<file path="config.mk">
export PLATFORM = sky130hd
export DESIGN_NAME = inst_mem_loader
export DESIGN_NICKNAME = d
export VERILOG_FILES = /design/src/rtl/inst_mem_loader.sv
export SDC_FILE = /design/constraint.sdc
export NUM_CORES = 1
export LEC_CHECK = 0
export ABC_AREA = 1
export BUFFER_PORTS_ARGS = -buffer_cell sky130_fd_sc_hd__clkbuf_2
export CORE_MARGIN = 1.5
export CORE_UTILIZATION = 44
export DETAILED_ROUTE_END_ITERATION = 12
export PLACE_DENSITY = 0.68
export SYNTH_ARGS = -nofsm -noshare
export SYNTH_HDL_FRONTEND = slang
export SYNTH_SLANG_ARGS = --single-unit
</file>
<file path="constraint.sdc">
create_clock -name clock -period 5.8 [get_ports clock]
set_input_delay 0.87 -clock clock [delete_from_list [all_inputs] [get_ports clock]]
set_output_delay 0.87 -clock clock [all_outputs]
set_load 0.005 [all_outputs]
</file>
<file path="src/rtl/inst_mem_loader.sv">
// Instruction memory loader: streams 32-bit words into a byte-wide,
// big-endian instruction memory while holding the CPU in reset.
module inst_mem_loader #(
    parameter int ADDR_W    = 8,
    parameter int BASE_ADDR = 0
) (
    input  logic              clock,
    input  logic              reset,
    input  logic              start,
    input  logic [31:0]       in_word,
    input  logic              in_valid,
    input  logic              in_last,
    output logic              in_ready,
    output logic              wr_en,
    output logic [ADDR_W-1:0] wr_addr,
    output logic [7:0]        wr_data,
    output logic              cpu_hold,
    output logic              done,
    output logic              error,
    output logic [ADDR_W-1:0] word_count
);

    localparam logic [ADDR_W-1:0] BASE = ADDR_W'(BASE_ADDR);
    localparam logic [ADDR_W-1:0] TOP  = '1;

    typedef enum logic [2:0] {
        S_IDLE,
        S_WAIT,
        S_WRITE,
        S_DONE,
        S_ERR
    } state_e;

    state_e            state_q, state_d;
    logic [ADDR_W-1:0] addr_q, addr_d;
    logic [1:0]        byte_idx_q, byte_idx_d;
    logic [31:0]       word_q, word_d;
    logic              last_q, last_d;
    logic [ADDR_W-1:0] count_q, count_d;
    logic              error_q, error_d;
    logic [ADDR_W-1:0] wa_q, wa_d;
    logic [7:0]        wd_q, wd_d;
    logic [7:0]        cur_byte;

    always_ff @(posedge clock or posedge reset) begin
        if (reset) begin
            state_q    <= S_IDLE;
            addr_q     <= BASE;
            byte_idx_q <= 2'd0;
            word_q     <= 32'd0;
            last_q     <= 1'b0;
            count_q    <= '0;
            error_q    <= 1'b0;
            wa_q       <= '0;
            wd_q       <= 8'd0;
        end else begin
            state_q    <= state_d;
            addr_q     <= addr_d;
            byte_idx_q <= byte_idx_d;
            word_q     <= word_d;
            last_q     <= last_d;
            count_q    <= count_d;
            error_q    <= error_d;
            wa_q       <= wa_d;
            wd_q       <= wd_d;
        end
    end

    // MSB goes to the lowest address so fetch reassembles the word as-is
    always_comb begin
        cur_byte = word_q[31:24];
        unique case (byte_idx_q)
            2'd0: cur_byte = word_q[31:24];
            2'd1: cur_byte = word_q[23:16];
            2'd2: cur_byte = word_q[15:8];
            2'd3: cur_byte = word_q[7:0];
        endcase
    end

    always_comb begin
        state_d    = state_q;
        addr_d     = addr_q;
        byte_idx_d = byte_idx_q;
        word_d     = word_q;
        last_d     = last_q;
        count_d    = count_q;
        error_d    = error_q;
        wa_d       = wa_q;
        wd_d       = wd_q;
        in_ready   = 1'b0;
        wr_en      = 1'b0;
        cpu_hold   = 1'b0;
        done       = 1'b0;

        unique case (state_q)
            S_IDLE, S_ERR: begin
                cpu_hold = (state_q == S_ERR);
                if (start) begin
                    state_d    = S_WAIT;
                    addr_d     = BASE;
                    byte_idx_d = 2'd0;
                    count_d    = '0;
                    error_d    = 1'b0;
                end
            end
            S_WAIT: begin
                in_ready = 1'b1;
                cpu_hold = 1'b1;
                if (in_valid) begin
                    word_d     = in_word;
                    last_d     = in_last;
                    count_d    = count_q + 1'b1;
                    byte_idx_d = 2'd0;
                    state_d    = S_WRITE;
                end
            end
            S_WRITE: begin
                cpu_hold   = 1'b1;
                wr_en      = 1'b1;
                wa_d       = addr_q;
                wd_d       = cur_byte;
                addr_d     = addr_q + 1'b1;
                byte_idx_d = byte_idx_q + 2'd1;
                if (byte_idx_q == 2'd3) begin
                    // A final word ending on the top byte is a clean finish
                    if (last_q) begin
                        state_d = S_DONE;
                    end else if (addr_q == TOP) begin
                        state_d = S_ERR;
                        error_d = 1'b1;
                    end else begin
                        state_d = S_WAIT;
                    end
                end
            end
            S_DONE: begin
                done    = 1'b1;
                state_d = S_IDLE;
            end
            default: state_d = S_IDLE;
        endcase
    end

    assign wr_addr    = wr_en ? addr_q : wa_q;
    assign wr_data    = wr_en ? cur_byte : wd_q;
    assign error      = error_q;
    assign word_count = count_q;

endmodule

</file>
==> metrics.md, run 1 <==
| Metric | Value |
|---|---|
| Status | finished clean |
| Layout cell share with drive strength beyond 1 | 0.1809 |
| Mapped Area | 3358 um^2 |
| CTS max path bufs | 2 |
| Max VDD drop | 0.1752 mV |
| Die Wd | 90.37 um |
| WL per Instance | 12.67 um |
| Gr usage total | 0.1960 |
| Synth Flop Type | dfrtp_1 |
| Ports | 66 |
| Antenna violations before repair | 0 |
| Commonest cells post-synth | nand2_1, dfrtp_1, inv_1 |
| Postcts setup bufs | 0 |
| Total grt overflow | 0 |
| Detailed placement HPWL | 5197 um |
| # clock sinks | 71 |
| Root Buffer | clkbuf_8 |
| Critical Path RT | 4.93 ns |
| Max Freq | 355.5 MHz |
| Tmin final | 2.813 ns |
| Crit path cell chain | inv_1, nand3_4, a31oi_1, o21ai_1, nand2_1, clkbuf_2 |
| Die Ht | 90.37 um |
| Die area | 8166 um^2 |
| Max Cap Violations | 0 |
| Critical Path Fanout Max | 44 |
| YS warnings | 0 |
| P_leak | 2.142 nW |
| Post-synth EDFFs | 0 |
| Top delay family on crit path | simple AND/OR/NAND/NOR gates |
| Slowest CP cell | dfrtp_1 |
| Post-synthesis sequential area ratio | 0.5291 |
| Clock Latency Late Sink | 0.33 ns |
| Synth unique cells | 25 |
| Number of global-route vias before repair | 2855 |
| Largest net degree at the start of global routing | 72 |
| CTS tree | done |
| Post-Route WL | 7489 um |
| Overall Power | 1.947 mW |
| Antenna Cells | 0 |
| WP data arrival | 1.94 ns |
| Via/cell ratio | 4.958 |
| Crit-path max cell delay | 0.45 ns |
| Final setup fails | 0 |
| Cts bufs inserted | 9 |
| Max-slew violation count | 0 |
| Initial Util | 0.4581 |
| Post-synthesis cell count | 425 |
| Final Hold Fails | 0 |
| First-pass GRT wire length | 13020 um |
| Setup crit end kind | output pin |
| Post-synth top area cell | dfrtp_1 |
| Pwr dens | 496.3 nW/um^2 |
| Clock Pin Slew Worst Setup and Hold Paths | 0.07 ns |
| Core ar. | 7331 um^2 |
| Placer congestion estimate | 0.8520 |
| CP Launch Type | register |
| Area Overhead vs Synth | 16.80% |
| Synth top area cells | dfrtp_1, nand2_1, o21ai_0, inv_1, nor2_1 |
| Syn_nets | 468 |
| Htree depth | 3 |
| CP Class | reg -> out |
| Worst rel slew slack | 0.4080 |
| Worst Max-Slew Pin Slew | 0.8880 ns |
| Post-route DRC | 0 |
| RSZ-0062 raised after global routing | false |
| Port Buf Inserts | 65 |
| Routed Antenna Nets | 0 |
| Mapped Avg Cell Area | 7.902 um^2 |
| Setup TNS | 0 ns |
| Post-route clock period utilization | 0.4850 |
| First drt pass iteration count | 4 |
| Clock skew | 0.009797 ns |
| Synth top area share | 0.5291 |
| Ys async rst share | 1.000 |
| Synthesis-stage register bit count | 71 |
| Most common cell in the synthesized netlist | nand2_1 |
| Iteration-0 DRC Markers | 174 |
| CTS Hold Bufs | 0 |
| Worst path buffer plus inverter count | 2 |
| Hold WC Path Type | reg -> reg |
| Standard-cell row count | 31 |
| Layout Nets | 530 |
| # resized after CTS | 0 |
| Routed vias | 2930 |
-- tightest hold or removal path, stage by stage (launching register included) --
cell and delay (ns):
dfrtp_1 0.33, nand2_1 0.06, nand2_1 0.06
-- final timing paths --
check / slack, ns / start / depth (start not counted) / endpoint
min in group asynchronous: 0.78 / reset / 3 / word_count[2]
max in group asynchronous: 4.44 / reset / 3 / word_q[9]
setup / recovery: 2.99 / state_q[0] / 6 / wr_data[1]
hold / removal: 0.48 / wd_q[2] / 2 / wd_q[2]
hold reg to reg: 0.48 / wd_q[2] / 2 / wd_q[2]
setup reg to reg: 3.99 / state_q[2] / 6 / word_count[2]
-- metal layers --
metal	track usage	vias to the layer above	share of wire
li1	-	1468	-
met1	0.2654	1333	0.46
met2	0.3043	102	0.45
met3	0.02946	27	0.054
met4	0.1019	0	0.035
met5	0	-	0
-- stage by stage --
stage          setup slack, ns  instances    util  hold WS [ns]  cell area, um^2
2_1_floorplan            3.133        425       -        0.4428             3358
3_3_place_gp             3.412        575  0.5090        0.4563             3731
3_5_place_dp             3.327        575  0.5090        0.4616             3731
4_1_cts                  2.970        591  0.5351        0.4810             3923
5_1_grt                  2.803        591  0.5351        0.4960             3923
6_report                 2.987        591  0.5351        0.4768             3923
-- where the power goes --
group | total [mW] | switching (mW) | internal (mW)
Combinational | 0.755 | 0.480 | 0.275
Clock | 0.384 | 0.174 | 0.211
Sequential | 0.808 | 0.124 | 0.684
Total | 1.95 | 0.777 | 1.17
-- cell usage in the layout, fill, tap and decap left out --
master / n
clkinvlp_4: 1
a31oi_1: 9
nand2_2: 2
o21ai_0: 24
o22ai_1: 1
clkbuf_1: 3
nand3_1: 13
nor3_4: 1
inv_2: 4
nor3_1: 2
clkbuf_8: 10
o21ai_1: 12
buf_4: 2
clkinv_2: 1
nand2_1: 189
a21oi_1: 17
nor2_1: 24
ha_1: 6
nand3_4: 1
clkbuf_2: 65
nand4_1: 3
bufinv_16: 1
o21a_1: 2
dfrtp_1: 71
a22o_1: 1
inv_1: 26
nand2_4: 1
-- area by class of cell --
cell class                 instances  area [um^2]
clock buffer                      13        148.9
clock inverter                     3        42.54
fill                             708         3408
inverter                          30        112.6
multi-input combinational        308         1378
sequential                        71         1777
tap                               99        123.9
timing repair buffer              67        340.3
-- flip-flops by register name, indices dropped and copies added (netlist names), 2 cells and up --
register    flops
word_count      8
wd_q            8
word_q         32
state_q         3
wa_q            8
addr_q          8
byte_idx_q      2
-- cells by family after synthesis --
family / synth area share
AND/OR/NAND/NOR: 0.2832
flip-flops: 0.5291
AO/OA/AOI/OAI: 0.1047
buffers and inverters: 0.06073
adder cells (fa/ha/maj): 0.02235
Note: power is estimated with default switching activity, not from simulation.
==> inputs of run 2 (changes only) <==
--- a/config.mk
+++ b/config.mk
@@ -5,12 +5,12 @@
 export SDC_FILE = /design/constraint.sdc
 export NUM_CORES = 1
 export LEC_CHECK = 0
-export ABC_AREA = 1
+export ABC_AREA = 0
 export BUFFER_PORTS_ARGS = -buffer_cell sky130_fd_sc_hd__clkbuf_2
 export CORE_MARGIN = 1.5
 export CORE_UTILIZATION = 44
 export DETAILED_ROUTE_END_ITERATION = 12
-export PLACE_DENSITY = 0.68
+export PLACE_DENSITY = 0.71
 export SYNTH_ARGS = -nofsm -noshare
 export SYNTH_HDL_FRONTEND = slang
 export SYNTH_SLANG_ARGS = --single-unit
==> constraint.sdc (replaced) <==
create_clock -name clock -period 2.49 [get_ports clock]
set_input_delay 0.3735 -clock clock [delete_from_list [all_inputs] [get_ports clock]]
set_output_delay 0.3735 -clock clock [all_outputs]
set_load 0.005 [all_outputs]
==> run 2 against run 1 <==
Clock power rose by 140%. Via count decreased by 6.6%. Sequential power increased by 120%. Critical path depth down 2. Setup slack worse by 2.9 ns. Largest power group unchanged. Highest routed layer unchanged.
==> metrics.md, run 2 <==
| Metric | Value |
|---|---|
| Area Overhead vs Synth | 21.16% |
| Antenna violations before repair | 0 (unchanged) |
| CTS tree | done |
| First-pass GRT wire length | 12770 um (-2.0%) |
| Synthesis-stage register bit count | 71 (unchanged) |
| Antenna Cells | 0 (unchanged) |
| Synth unique cells | 39 (+56%) |
| Layout Nets | 463 (-13%) |
| Setup crit end kind | output pin |
| Met3 Resource Use GR | 0.07360 (+0.04414) |
| Most common cell after layout, fill and taps aside | nand2_1 |
| CTS Hold Bufs | 0 (unchanged) |
| Final Hold Fails | 0 (unchanged) |
| YS warnings | 0 (unchanged) |
| Biggest register | word_q |
| Reg2reg setup slack | 0.53 ns (-3.46 ns) |
| RSZ-0062 raised after global routing | false |
| Final setup fails | 0 (unchanged) |
| Iteration-0 DRC Markers | 141 (-19%) |
| Post-synth top area cell | dfrtp_1 |
| Die area | 8069 um^2 (-1.2%) |
| Hold WC Path Type | in -> async |
| Root Buffer | clkbuf_8 |
| Htree depth | 3 (unchanged) |
| Mapped Area | 3317 um^2 (-1.2%) |
| CTS max path bufs | 2 (unchanged) |
| Via/cell ratio | 5.221 (+5.3%) |
| Die Wd | 89.83 um (-0.60%) |
| P_leak | 2.154 nW (+0.59%) |
| Die Ht | 89.83 um (-0.60%) |
| Grt met1 use | 0.2485 (-0.01696) |
| # clock sinks | 71 (unchanged) |
| Status | finished clean |
| Post-synthesis cell count | 356 (-16%) |
| Placement Cell Area | 3740 um^2 (+0.23%) |
| RR Startpoint | state_q[2] |
| Initial Util | 0.4549 (-0.003226) |
| Post-Synth Simple-Gate Area | 0.2120 (-0.07116) |
| Critical Path RT | 2.12 ns (-2.81 ns) |
| Reg-to-reg endpoint | addr_q[6] |
| Max-slew violation count | 0 (unchanged) |
| Largest register FFs | 32 (unchanged) |
| WL per Instance | 14.66 um (+16%) |
| Max Cap Violations | 0 (unchanged) |
| Mapped Avg Cell Area | 9.317 um^2 (+18%) |
| Core ar. | 7292 um^2 (-0.53%) |
| Met2 GRT Util | 0.3289 (+0.02459) |
| Total grt overflow | 0 (unchanged) |
| Synth Flop Type | dfrtp_1 |
| Largest net degree at the start of global routing | 46 (-36%) |
| First drt pass iteration count | 4 (unchanged) |
| Ys async rst share | 1.000 (unchanged) |
| Clock Latency Late Sink | 0.35 ns (+0.02 ns) |
| Setup TNS | 0 ns (unchanged) |
| Routed Antenna Nets | 0 (unchanged) |
| Mux share of post-synthesis cell area | 0.02527 (+0.02527) |
| Number of global-route vias before repair | 2663 (-6.7%) |
| CP Launch Type | register |
| Compound-gate portion of the synthesized area | 0.1516 (+0.04695) |
| Syn_nets | 399 (-15%) |
| Worst rel slew slack | 0.4451 (+0.03708) |
| CP Class | reg -> out |
| Synth Area in Adders | 0.02263 (+0.0002783) |
| Commonest cells post-synth | nand2_1, dfrtp_1, a21o_1 |
| Hold_ws | 0.1592 ns (-0.3176 ns) |
| Layout cell share with drive strength beyond 1 | 0.2682 (+0.08734) |
| Post-route clock period utilization | 0.9529 |
| Clock skew | 0.007957 ns (-0.001839 ns) |
| Max VDD drop | 0.5725 mV (+230%) |
| Post-route DRC | 0 (unchanged) |
| Post-synth EDFFs | 0 (unchanged) |
| Post-Route WL | 7681 um (+2.6%) |
| Reg2Reg Depth | 4 (-2) |
| Cts bufs inserted | 9 (unchanged) |
| Standard-cell row count | 31 (unchanged) |
| WP data arrival | 2.00 ns (+0.06 ns) |
| Post-Synth XOR/XNOR Area | 0.002641 (+0.002641) |
| Port Buf Inserts | 65 (unchanged) |
| Most common cell in the synthesized netlist | nand2_1 |
| Commonest non-fill, non-tap cells in the layout | nand2_1, dfrtp_1, clkbuf_2 |
| Ports | 66 (unchanged) |
| Tmin final | 2.373 ns |
| Clock Pin Slew Worst Setup and Hold Paths | 0.07 ns (about the same) |
| Detailed placement HPWL | 4996 um (-3.9%) |
| Post-synthesis sequential area ratio | 0.5356 (+0.006586) |
| Max Freq | 421.5 MHz |
| Gr usage total | 0.2008 (+0.004782) |
| Busiest grt layer | met2 |
| Placer congestion estimate | 0.7673 (-9.9%) |
| Post-route cell area | 4019 um^2 (+2.5%) |
| Routed vias | 2736 (-6.6%) |
| Largest family of logic cells by synthesized area | simple AND/OR/NAND/NOR gates |
| Pwr dens | 1055 nW/um^2 (+110%) |
| Worst Max-Slew Pin Slew | 0.8311 ns (-0.05683 ns) |
| Critical Path Fanout Max | 11 (-75%) |
| Overall Power | 4.239 mW (+120%) |
| Synth top area share | 0.5356 (+0.006586) |
| Synth top area cells | dfrtp_1, nand2_1, a21o_1, ha_1, o21ai_0 |
==> run 2: changes by cell type in the layout (fill, tap and decap cells not counted), sizes merged, moves of 6 or more <==
cell    previous run  this run
nand2            192       129
a221oi             0         8
o21ai             36        15
buf                2         9
a31oi              9         0
a21o               0        18
nor2              24         1
a22oi              0         8
inv               30        13
a21oi             17        11
==> run 2: repair_timing <==
action	in CTS	in global routing
gates cloned	1	1
setup buffers	0	1
pin swaps	0	1
resized for setup	5	8
setup endpoints to repair	14	13
==> run 2: cell families after synthesis <==
kind of cell / after synthesis
XOR/XNOR: 1
AND/OR/NAND/NOR: 162
adder cells (fa/ha/maj): 6
AO/OA/AOI/OAI: 71
multiplexers: 8
buffers and inverters: 37
flip-flops: 71
==> run 2: through the flow <==
step | instances | worst slack (ns) | util
finish | 524 | 0.1173 | 0.5511
detailed placement | 505 | 0.1268 | 0.5129
CTS | 522 | 0.03218 | 0.5438
global route | 524 | 0.02535 | 0.5511
global placement | 505 | 0.2249 | 0.5129
floorplan | 356 | 0.3199 | -
==> run 2: final cells by class <==
class / count / area, um^2
fill: 705 / 3273
clock inverter: 5 / 57.56
tap: 99 / 123.9
multi-input combinational: 250 / 1458
inverter: 14 / 53.80
sequential: 71 / 1779
clock buffer: 11 / 141.4
timing repair buffer: 74 / 405.4
==> run 2: metal layers <==
layer / vias up / wire length, um
met5: - / 0
met4: 0 / 117
met3: 11 / 407
met2: 71 / 3715
met1: 1309 / 3441
li1: 1345 / -
==> run 2: where the power goes <==
part / switching (mW) / total [mW] / internal [mW]
clock network: 0.433 / 0.921 / 0.488
logic: 0.866 / 1.51 / 0.646
registers: 0.264 / 1.81 / 1.54
==> run 2: worst max path at each step <==
stage / startpoint / endpoint / slack (ns) / cells after the start
3_3_place_gp: state_q[1] / wr_addr[1] / 0.22 / 5
4_1_cts: state_q[0] / wr_data[3] / 0.03 / 4
2_1_floorplan: reset / addr_q[0] / 0.32 / 1
5_1_grt: state_q[2] / wr_data[2] / 0.03 / 4
6_report: state_q[2] / wr_data[4] / 0.12 / 4
3_5_place_dp: state_q[1] / wr_addr[5] / 0.13 / 5
==> run 2: worst max-delay path: stages (launching register included) <==
cell,delay (ns)
dfrtp_1,0.53
or3b_2,0.61
a221oi_2,0.27
a21o_1,0.13
clkbuf_2,0.10
==> inputs of run 3 (changes only) <==
--- a/config.mk
+++ b/config.mk
@@ -7,10 +7,9 @@
 export LEC_CHECK = 0
 export ABC_AREA = 0
 export BUFFER_PORTS_ARGS = -buffer_cell sky130_fd_sc_hd__clkbuf_2
-export CORE_MARGIN = 1.5
 export CORE_UTILIZATION = 44
 export DETAILED_ROUTE_END_ITERATION = 12
-export PLACE_DENSITY = 0.71
+export PLACE_DENSITY = 0.69
 export SYNTH_ARGS = -nofsm -noshare
 export SYNTH_HDL_FRONTEND = slang
 export SYNTH_SLANG_ARGS = --single-unit
==> run 3 against run 2 <==
Sequential cell count unchanged. Sequential share of layout area rose by 0.17 points. Design area down 0.37%. Critical endpoint unchanged. Hold slack got worse by 0.072 ns. Die area fell by 2.2%. Wire length shrank 8.6%. First-iteration DRC count up 9.2%. Combinational power decreased by 5%. Highest routed layer unchanged.
==> metrics.md, run 3 (same netlist as run 2, synthesis figures left out) <==
| Metric | Value |
|---|---|
| Max VDD drop | 0.5009 mV (-13%) |
| Status | finished clean |
| Critical Path RT | 2.12 ns (about the same) |
| Iteration-0 DRC Markers | 154 (+9.2%) |
| # clock sinks | 71 (unchanged) |
| Core ar. | 7253 um^2 (-0.53%) |
| Routed vias | 2647 (-3.3%) |
| CP Class | reg -> out |
| Reg2reg setup slack | 0.48 ns (-0.05 ns) |
| Die Wd | 88.83 um (-1.1%) |
| Layout cell share with drive strength beyond 1 | 0.2512 (-0.01705) |
| Reg-to-reg endpoint | addr_q[3] |
| P_leak | 2.160 nW (+0.27%) |
| Setup crit end kind | output pin |
| Setup TNS | 0 ns (unchanged) |
| Gr usage total | 0.1965 (-0.004279) |
| Commonest non-fill, non-tap cells in the layout | nand2_1, dfrtp_1, clkbuf_2 |
| Worst Max-Slew Pin Slew | 0.6492 ns (-0.1819 ns) |
| Antenna Cells | 0 (unchanged) |
| Top delay family on crit path | simple AND/OR/NAND/NOR gates |
| Reg2Reg Depth | 5 (+1) |
| Area Overhead vs Synth | 20.71% |
| Standard-cell row count | 31 (unchanged) |
| Via/cell ratio | 5.081 (-2.7%) |
| First drt pass iteration count | 4 (unchanged) |
| WP data arrival | 1.98 ns (-0.02 ns) |
| Final core area utilization | 0.5520 (+0.0008780) |
| Max Cap Violations | 0 (unchanged) |
| Max Freq | 425.2 MHz (+0.88%) |
| WL per Instance | 13.48 um (-8.1%) |
| Slowest CP cell | or3b_4 |
| Worst rel slew slack | 0.5663 (+0.1211) |
| Biggest register | word_q |
| Number of global-route vias before repair | 2477 (-7.0%) |
| Die Ht | 88.83 um (-1.1%) |
| Die area | 7890 um^2 (-2.2%) |
| First-pass GRT wire length | 11650 um (-8.7%) |
| Critical Path Fanout Max | 12 (+1) |
| Ports | 66 (unchanged) |
| RR Startpoint | state_q[2] |
| Clock skew | 0.008286 ns (+0.0003282 ns) |
| Overall Power | 4.262 mW (+0.54%) |
| Placer congestion estimate | 0.7877 (+2.7%) |
| Port Buf Inserts | 65 (unchanged) |
| Final Hold Fails | 0 (unchanged) |
| CP Launch Type | register |
| Pwr dens | 1064 nW/um^2 (+0.92%) |
| Max-slew violation count | 0 (unchanged) |
| Layout Nets | 460 (-0.65%) |
| Post-route DRC | 0 (unchanged) |
| Tmin final | 2.352 ns (-0.02069 ns) |
| Worst path buffer plus inverter count | 1 (unchanged) |
| Htree depth | 3 (unchanged) |
| Largest register FFs | 32 (unchanged) |
| CTS Hold Bufs | 0 (unchanged) |
| Crit path cell chain | or3b_4, a221oi_1, a21o_1, clkbuf_2 |
| Total grt overflow | 0 (unchanged) |
| Antenna violations before repair | 0 (unchanged) |
| Worst Setup SP | state_q[2] |
| Hold WC Path Type | in -> async |
| Largest net degree at the start of global routing | 72 (+57%) |
| RSZ-0062 raised after global routing | true |
| Detailed placement HPWL | 4532 um (-9.3%) |
| Most common cell after layout, fill and taps aside | nand2_1 |
| CTS tree | done |
| Cts bufs inserted | 9 (unchanged) |
| Clock Pin Slew Worst Setup and Hold Paths | 0.07 ns (about the same) |
| Post-route clock period utilization | 0.9446 (-0.008308) |
| Clock Latency Late Sink | 0.34 ns (about the same) |
| Crit-path max cell delay | 0.54 ns (-0.07 ns) |
| Final setup fails | 0 (unchanged) |
| Root Buffer | clkbuf_8 |
| Post-Route WL | 7021 um (-8.6%) |
| Initial Util | 0.4573 (+0.002433) |
| Routed Antenna Nets | 0 (unchanged) |
| CTS max path bufs | 2 (unchanged) |
-- run 3: worst max-delay path by stage --
stage	endpoint	slack (ns)	depth (start not counted)
floorplan	addr_q[0]	0.32	1
global placement	wr_data[6]	0.32	6
detailed placement	wr_data[6]	0.31	4
CTS	wr_data[5]	0.009	4
global route	wr_data[3]	-0.02	5
finish	wr_data[4]	0.14	4
-- run 3: final cells by class --
| cell class | instances | area [um^2] |
|---|---|---|
| repair buffers | 72 | 390.4 |
| inverters | 14 | 52.55 |
| multi-input cells | 249 | 1434 |
| clock buffers | 13 | 158.9 |
| well taps | 99 | 123.9 |
| fillers | 683 | 3249 |
| flip-flops and latches | 71 | 1779 |
| clock inverters | 3 | 65.06 |
-- run 3: power by group --
part | leakage, nW | total (mW) | switching (mW) | internal (mW)
sequential | 0.919 | 1.80 | 0.255 | 1.54
clock | 0.114 | 1.03 | 0.411 | 0.619
combinational | 1.13 | 1.43 | 0.810 | 0.624
total | 2.16 | 4.26 | 1.48 | 2.79
-- run 3: per-layer routing --
metal  vias to the layer above  wire [um]  GRT usage
met5                         -          0          0
met1                      1225       3235     0.2582
li1                       1335          -          -
met2                        73       3248     0.3140
met4                         0        185    0.09238
met3                        14        352    0.03825
-- run 3: repair_timing --
| action | CTS | global route |
|---|---|---|
| setup endpoints to repair | 5 | 16 |
| pin swaps | 0 | 1 |
| setup buffers | 0 | 1 |
| hold endpoints to repair | 0 | 0 |
| gates resized for setup | 3 | 6 |
| gates cloned | 1 | 0 |
-- run 3: metrics by stage --
| stage | instance area (um^2) | hold WS [ns] | setup WS, ns | instances |
|---|---|---|---|---|
| 2_1_floorplan | 3317 | 0.4395 | 0.3199 | 356 |
| 3_3_place_gp | 3725 | 0.4516 | 0.3192 | 503 |
| 3_5_place_dp | 3725 | 0.4566 | 0.3096 | 503 |
| 4_1_cts | 3973 | 0.1100 | 0.008762 | 520 |
| 5_1_grt | 4004 | 0.1275 | -0.01802 | 521 |
| 6_report | 4004 | 0.08714 | 0.1380 | 521 |
-- run 3: worst reg2reg max path: cells and delay by family, from the launching register on --
family | cells | cell delay, ns
simple gates | 1 | 0.55
flops | 1 | 0.53
mux | 1 | 0.36
buf+inv | 2 | 0.30
compound gates | 1 | 0.18
